===== src/rtl/mem_access_stage.sv =====
// rtl/mem_access_stage.sv - MEM pipeline stage: req/ack data-memory access plus WB bundle register
//
// Purpose:
//   Consumes the EX/MEM control bundle. A non-memory instruction passes its
//   writeback bundle through with one cycle of latency. A load or store
//   becomes a level-held mem_req that ends on mem_ack. The upstream pipeline
//   is held with stall while the request is outstanding. A request that
//   gets no ack for TIMEOUT cycles is abandoned, and the sticky mem_error
//   flag is set.
//
// Ports:
//   clk, reset                  clock, synchronous active-high reset
//   reg_write_enable_in         register write enable from EX/MEM
//   mem_write_enable_in         store request
//   mem_to_reg_select_in        load request
//   alu_result_in               address (memory op) or result (non-memory op)
//   store_data_in               store data
//   rd_in                       destination register
//   mem_req/mem_we/mem_addr/mem_wdata   request side of the memory handshake
//   mem_rdata/mem_ack           response side (rdata valid with ack)
//   stall                       combinational hold to upstream stages
//   mem_error                   sticky timeout flag
//   wb_reg_write_enable_out, wb_rd_out, wb_data_out   registered WB bundle

module mem_access_stage #(
  parameter int DATA_W  = 32,
  parameter int REG_W   = 4,
  parameter int TIMEOUT = 15
) (
  input  logic              clk,
  input  logic              reset,
  input  logic              reg_write_enable_in,
  input  logic              mem_write_enable_in,
  input  logic              mem_to_reg_select_in,
  input  logic [DATA_W-1:0] alu_result_in,
  input  logic [DATA_W-1:0] store_data_in,
  input  logic [REG_W-1:0]  rd_in,
  output logic              mem_req,
  output logic              mem_we,
  output logic [DATA_W-1:0] mem_addr,
  output logic [DATA_W-1:0] mem_wdata,
  input  logic [DATA_W-1:0] mem_rdata,
  input  logic              mem_ack,
  output logic              stall,
  output logic              mem_error,
  output logic              wb_reg_write_enable_out,
  output logic [REG_W-1:0]  wb_rd_out,
  output logic [DATA_W-1:0] wb_data_out
);

  // Counter only has to reach TIMEOUT-1.
  localparam int CNT_W = (TIMEOUT > 1) ? $clog2(TIMEOUT) : 1;

  typedef enum logic {IDLE = 1'b0, ACCESS = 1'b1} state_t;

  state_t            state;
  state_t            state_next;
  logic [CNT_W-1:0]  cnt;
  logic              cap_rw;
  logic              cap_load;
  logic [REG_W-1:0]  cap_rd;
  logic              memop;
  logic              timeout_hit;

  assign memop = mem_write_enable_in | mem_to_reg_select_in;

  // An ack in the final cycle takes priority over the timeout.
  assign timeout_hit = (state == ACCESS) && !mem_ack && (cnt == CNT_W'(TIMEOUT - 1));

  // State register
  always_ff @(posedge clk) begin
    if (reset) state <= IDLE;
    else       state <= state_next;
  end

  // Next-state logic
  always_comb begin
    state_next = state;
    case (state)
      IDLE:    if (memop) state_next = ACCESS;
      ACCESS:  if (mem_ack || timeout_hit) state_next = IDLE;
      default: state_next = IDLE;
    endcase
  end

  // Output logic: stall drops in the completing cycle (ack or timeout), so
  // upstream advances on the same edge the request retires.
  always_comb begin
    stall = 1'b0;
    case (state)
      IDLE:    stall = memop;
      ACCESS:  stall = !mem_ack && !timeout_hit;
      default: stall = 1'b0;
    endcase
  end

  // Request, capture and writeback registers
  always_ff @(posedge clk) begin
    if (reset) begin
      mem_req                 <= 1'b0;
      mem_we                  <= 1'b0;
      mem_addr                <= '0;
      mem_wdata               <= '0;
      mem_error               <= 1'b0;
      wb_reg_write_enable_out <= 1'b0;
      wb_rd_out               <= '0;
      wb_data_out             <= '0;
      cnt                     <= '0;
      cap_rw                  <= 1'b0;
      cap_load                <= 1'b0;
      cap_rd                  <= '0;
    end else begin
      case (state)
        IDLE: begin
          if (memop) begin
            mem_req                 <= 1'b1;
            mem_we                  <= mem_write_enable_in;
            mem_addr                <= alu_result_in;
            mem_wdata               <= store_data_in;
            cap_rw                  <= reg_write_enable_in;
            cap_load                <= mem_to_reg_select_in;
            cap_rd                  <= rd_in;
            cnt                     <= '0;
            wb_reg_write_enable_out <= 1'b0;
          end else begin
            wb_reg_write_enable_out <= reg_write_enable_in;
            wb_rd_out               <= rd_in;
            wb_data_out             <= alu_result_in;
          end
        end
        ACCESS: begin
          if (mem_ack) begin
            mem_req                 <= 1'b0;
            // mem_we still holds the captured store flag; stores never write back.
            wb_reg_write_enable_out <= cap_rw & ~mem_we;
            wb_rd_out               <= cap_rd;
            wb_data_out             <= (cap_load & ~mem_we) ? mem_rdata : mem_addr;
          end else if (timeout_hit) begin
            mem_req                 <= 1'b0;
            mem_error               <= 1'b1;
            wb_reg_write_enable_out <= 1'b0;
          end else begin
            cnt                     <= cnt + 1'b1;
            wb_reg_write_enable_out <= 1'b0;
          end
        end
        default: wb_reg_write_enable_out <= 1'b0;
      endcase
    end
  end

endmodule

===== config.mk =====
export PLATFORM = sky130hd
export DESIGN_NAME = mem_access_stage
export DESIGN_NICKNAME = d
export VERILOG_FILES = /design/src/rtl/mem_access_stage.sv
export SDC_FILE = /design/constraint.sdc
export NUM_CORES = 1
export LEC_CHECK = 0
export BUFFER_PORTS_ARGS = -buffer_cell sky130_fd_sc_hd__buf_2
export CORE_ASPECT_RATIO = 0.9
export CORE_UTILIZATION = 39
export CTS_CLUSTER_SIZE = 30
export DETAILED_ROUTE_END_ITERATION = 12
export PLACE_DENSITY = 0.75
export SYNTH_ARGS = -nofsm -noshare
export SYNTH_HDL_FRONTEND = slang
export SYNTH_SLANG_ARGS = --single-unit
export TNS_END_PERCENT = 100

===== constraint.sdc =====
create_clock -name clk -period 2.5 [get_ports clk]
set_input_delay 0.25 -clock clk [delete_from_list [all_inputs] [get_ports clk]]
set_output_delay 0.25 -clock clk [all_outputs]
set_load 0.1 [all_outputs]

# Word level (Yosys, flattened, before mapping)
# Cells that the tools add are included.
[word_totals]
regBits = 115
inputBits = 106
output_inout_bits = 105
[classes]
n_addsub = 1
n_eq_ne = 7
mux = 22
n_bitwise = 6
n_reduce_logical = 11
[op_table]
columns = ["op", "count"]
rows = [
  ["$mux 32", 3],
  ["$pmux 32 s2", 1],
  ["$mux 4", 5],
  ["$pmux 4 s2", 2],
  ["$ne 2x2->1 const B", 5],
  ["$pmux 1 s2", 4],
  ["$mux 1", 7],
  ["$reduce_and 2->1", 3],
  ["$reduce_and 3->1", 2],
  ["$add 4x1->4 const B", 1],
  ["$eq 4x4->1 const B", 1],
  ["$logic_and 1x1->1", 3],
  ["$ne 3x2->1 const B", 1],
  ["$not 1->1", 3],
  ["$and 1x1->1", 2],
  ["$logic_not 1->1", 2],
  ["$logic_or 1x1->1", 1],
  ["$or 1x1->1", 1],
]

# Depth between registers and ports, before layout
[logic_depth]
word_depth = 6
ltp_mapped = 7
ltp_nobuf = 5

# Worst setup path after synthesis
# No wires, ideal clock.
[synth_path]
kind = "register to register"
startpoint = "reg cnt[0]"
endpoint = "reg state"
setup_time_ns = 0.071
t_arrival_ns = 2.544
required_time_ns = 2.429
setup_slack_ns = -0.115
stages_incl_launch_ff = 7
n_path_buf = 1
synth_period_minus_slack_ns = 2.615
cell_sequence = "dfxtp_1 > inv_1 > ha_1 > and3_1 > clkbuf_1 > o21ai_1 > nor2b_1"
[synth_via]
elab_chain_cells = 5
[synth_rtl]
columns = ["item", "line", "source"]
rows = [
  ["from (decl)", "58", "logic [CNT_W-1:0] cnt;"],
  ["from (signal assigned)", "143", "cnt <= cnt + 1'b1;"],
  ["$eq 4x4->1", "68", "assign timeout_hit = (state == ACCESS) && !mem_ack && (cnt == CNT_W'(TIMEOUT - 1));"],
  ["$logic_and 1x1->1", "68", ""],
  ["$logic_or 1x1->1", "81", "ACCESS: if (mem_ack || timeout_hit) state_next = IDLE;"],
  ["$mux 1", "81", ""],
  ["$pmux 1 s2", "79", "case (state)"],
  ["to (signal assigned)", "73", "else state <= state_next;"],
  ["to (decl)", "56", "state_t state;"],
]
# No other way between the ends.
# A chain may end at the register's enable or synchronous reset.

# Worst setup path in the final report
[layout_path]
startpoint = "reg state"
endpoint = "out stall"
[layout_via]
elab_chain_cells = 5
[layout_rtl]
columns = ["item", "line", "source"]
rows = [
  ["$logic_and 1x1->1 (2 in a row)", "68", ""],
  ["$logic_not 1->1", "92", "ACCESS: stall = !mem_ack && !timeout_hit;"],
  ["$logic_and 1x1->1", "92", ""],
  ["$pmux 1 s2 (*)", "90", "case (state)"],
  ["to (decl)", "44", "output logic stall,"],
]
# Mark *: on every way between the ends. The rest lies on a longest branch, timed or not.

==> results.tsv <==
stage	metric	value	unit
status	status	completed	
logic_synthesis	synthesized-area fraction occupied by adder cells	0.507	%
setup_path	reg2reg end	mem_addr[4]$_SDFFE_PP0P_	
setup_path	CP max-delay cell	dfxtp_4	
placed_design	IO Port Bufs	210	
global_routing	global route overflow	0	
logic_synthesis	primary flip-flop cell chosen by synthesis mapping	dfxtp_1	
cts	CTS tree	yes	
logic_synthesis	combinational family with the most area after synthesis	simple AND/OR/NAND/NOR gates	
logic_synthesis	Yosys reg bits	115	
detailed_routing	DRT antenna net count	0	
floorplan	Die W	121	um
layout	diode count	0	
timing	Min Hold Slack	0.0814	ns
power_and_ir_drop	sequential power share	32.9	%
cts	Hold-fix buffers, CTS	0	
power_and_ir_drop	Leak	3.12	nW
placed_design	dpl ws	0.600	ns
logic_synthesis	Synth Area in XOR/XNOR	0	%
detailed_routing	Total Routed Length	14.0	mm
timing	post-route setup TNS	0	ns
placed_design	DP HPWL	9.46	mm
power_and_ir_drop	NetSw	2.20	mW
timing	Final Hold Viols	0	
power_and_ir_drop	Pwr Total	6.28	mW
detailed_routing	DR vias	4835	
power_and_ir_drop	Max IR drop VDD	0.000482	V
cts	clk root buf	clkbuf_16	
detailed_routing	DR pass1 iterations	5	
logic_synthesis	register area share after synthesis	46.7	%
detailed_routing	WL met1	6.41	mm
min_path	Hold Crit Start	store_data_in[2]	
setup_path	required time of the critical path	2.25	ns
setup_path	CP Launch Type	register	
layout	area of the multi-input gates	2230	sq um
min_path	HP Class	in -> reg	
cts	Setup Fix Bufs, Post-CTS	0	
timing	RSZ-0062 raised after global routing	false	
logic_synthesis	Syn Inst Count	596	
power_and_ir_drop	Clock Power Share	41.3	%
floorplan	Die Ht	109	um
global_routing	largest net degree at the start of global routing	59	
setup_path	crit path kind	reg -> out	
placed_design	placed insts	923	
layout	Syn-to-layout area delta	35.6	%
run	max_cap viols	0	
setup_path	Setup crit end kind	output port	
logic_synthesis	Synth area leaders	dfxtp_1 (47%), nand2_1 (13%), a21oi_1 (7.7%)	
floorplan	num rows	38	
setup_path	cell family with most CP delay	flip-flops	
layout	post-route insts no fill	955	
global_routing	vias in the first global route	4540	
timing	crit share post-route	91.8	%
detailed_routing	DRT iter0 DRCs	313	
power_and_ir_drop	Int Power	4.08	mW
setup_path	Worst EP arrival	2.05	ns
timing	pins over their slew limit	0	
logic_synthesis	fraction of registers with async set/reset	0	%
placed_design	gp weighted congestion	0.778	
setup_path	crit-path max cell delay	0.68	ns
setup_path	reg2reg start	state$_SDFF_PP0_	
logic_synthesis	warnings from Yosys	0	
detailed_routing	DR WL met3	1.23	mm
setup_path	CP cell instances	nand2b_1, o21ai_2, buf_2	
cts	clk slew on worst S/H paths	0.05	ns
min_path	hold worst-path end	mem_wdata[2]$_SDFFE_PP0P_	
logic_synthesis	Post-Syn Area	4930	sq um
layout	final core occ	55.0	%
layout	NumNets Final	890	
logic_synthesis	Simple-Gate Fraction of Synth Area	22.0	%
global_routing	initial antenna violation count	0	
layout	layout filler cell count	1165	
layout	post-route design area	6690	sq um
setup_path	reg2reg setup slack	0.64	ns
cts	post_cts resized	0	
logic_synthesis	Yosys top cell area share	46.7	%
cts	htree depth	4	
min_path	hold depth	3	
power_and_ir_drop	Sw Share	35.0	%
cts	Inserted Clock Buffers	17	
global_routing	GRT Total Usage	21.5	%
detailed_routing	Residual DRC	0	
floorplan	I/O pin count	211	
setup_path	WP buf/inv	1	
setup_path	R2R depth	4	
detailed_routing	top routing layer in use	met4	
logic_synthesis	syn_area_per_cell	8.28	sq um
detailed_routing	routed wire length per instance	14.7	um
timing	Slew HR	56.2	%
floorplan	core footprint	12200	sq um
layout	share of post-route cells with drive strength above 1	32.8	%
floorplan	die area	13100	sq um
layout	total area of sequential cells	2310	sq um
timing	fin worst setup slack	0.204	ns
timing	Clock Skew	0.00575	ns
detailed_routing	via-per-instance ratio	5.06	
logic_synthesis	Compound-Gate Fraction of Synth Area	21.5	%
detailed_routing	met2 WL	6.19	mm
logic_synthesis	Post-synth EDFFs	0	
power_and_ir_drop	combinational fraction of design power	25.8	%
timing	fin crit period	2.30	ns
logic_synthesis	Yosys cell types	35	
setup_path	critical-path maximum fanout	58	
logic_synthesis	mux share of post-synthesis cell area	0.811	%
cts	Max clock buf depth	2	
timing	Final Setup Violations	0	
logic_synthesis	Synth Net Count	704	
power_and_ir_drop	P per Cell Area	939	nW/um^2
cts	clock sink count	115	
floorplan	Initial Util	40.5	%
cts	clk_lat worst skew	0.40	ns
logic_synthesis	cell taking the most area after synthesis	dfxtp_1	
placed_design	Area after DPL	6060	sq um
timing	fmax	436	MHz
global_routing	global-route wire length before repair	22.3	mm
timing	Worst-Margin Slew	0.657	ns
cell type report:
cell class                      count  share of cell area, %
Clock buffer                       21                   6.73
Clock inverter                     11                   2.73
Inverter                           35                   1.96
Multi-Input combinational cell    390                   33.4
Sequential cell                   115                   34.5
Tap cell                          160                   2.99
Timing Repair Buffer              223                   17.7
layer usage:
layer  up-vias  global-route usage [%]
li1       2445                       -
met1      2182                    27.3
met2       189                    33.8
met3        19                    7.90
met4         0                    7.14
met5         -                       0
logic make-up (layout without fill, tap and decap cells):
| group | count (synthesis) | in the layout |
|---|---|---|
| muxes | 4 | 4 |
| and+or+nand+nor | 229 | 229 |
| adders and majority gates | 2 | 2 |
| AOI/OAI and AO/OA | 155 | 155 |
| DFF | 115 | 115 |
| buffers and inverters | 91 | 290 |
how the worst max path moves through the flow:
stage                                  end                 from  cells after the start  slack [ns]
after CTS                            stall     state$_SDFF_PP0_                      3        0.15
after global routing                 stall     state$_SDFF_PP0_                      3        0.05
after floorplan           state$_SDFF_PP0_  cnt[0]$_SDFFE_PP0P_                      6        0.45
after global placement               stall     state$_SDFF_PP0_                      3        0.63
final                                stall     state$_SDFF_PP0_                      3        0.20
after detailed placement             stall     state$_SDFF_PP0_                      3        0.60
flip-flops by register name, indices dropped and copies added, names as in the netlist:
signal                   cells
cap_rw                       1
mem_wdata                   32
cap_load                     1
cnt                          4
mem_req                      1
state                        1
wb_data_out                 32
wb_reg_write_enable_out      1
mem_error                    1
mem_addr                    32
wb_rd_out                    4
mem_we                       1
cap_rd                       4
synthesized netlist by cell type, drive strengths merged, types with 3 or more instances:
cell type  count
a211oi         4
nor2b          3
or3            3
o31ai          3
o221ai        32
nand4b        33
dfxtp        115
nand2b         3
clkbuf        20
nand2        173
inv           35
a22o          32
mux2i          4
nor3           6
buf           36
a21oi         77
worst register-to-register path, stage by stage, from the launching register on:
cell and delay [ns]:
dfxtp_4 0.50, o21ba_2 0.74, buf_12 0.30, nand2_1 0.11
a21oi_1 0.14
placed cells by master (no fill, tap or decap), types with 2 or more instances in the layout:
cell / netlist / layout
buf_2: 28 / 210
nand2_1: 173 / 173
dfxtp_1: 115 / 114
a21oi_1: 76 / 76
inv_1: 35 / 35
nand4b_1: 33 / 33
o221ai_1: 32 / 32
a22o_1: 32 / 32
clkbuf_16: 0 / 17
buf_4: 2 / 10
bufinv_16: 0 / 5
clkinv_2: 0 / 5
mux2i_1: 4 / 4
nor3_1: 4 / 4
a211oi_1: 4 / 4
nand2b_1: 3 / 3
o31ai_1: 3 / 3
clkbuf_1: 20 / 3
buf_12: 0 / 3
or3_1: 2 / 2
nand3_1: 2 / 2
nor2b_1: 3 / 2
o211ai_1: 2 / 2
nor2_1: 2 / 2
ha_1: 2 / 2
power groups by stage:
stage	logic [mW]	clock network (mW)	registers (mW)
final	1.62	2.60	2.07
after global routing	1.70	2.72	2.08
after global placement	1.62	0	2.10
after floorplan	0.440	0	2.96
after detailed placement	1.62	0	2.10
after CTS	1.63	2.64	2.06
Power figures use the tool's default switching activity.
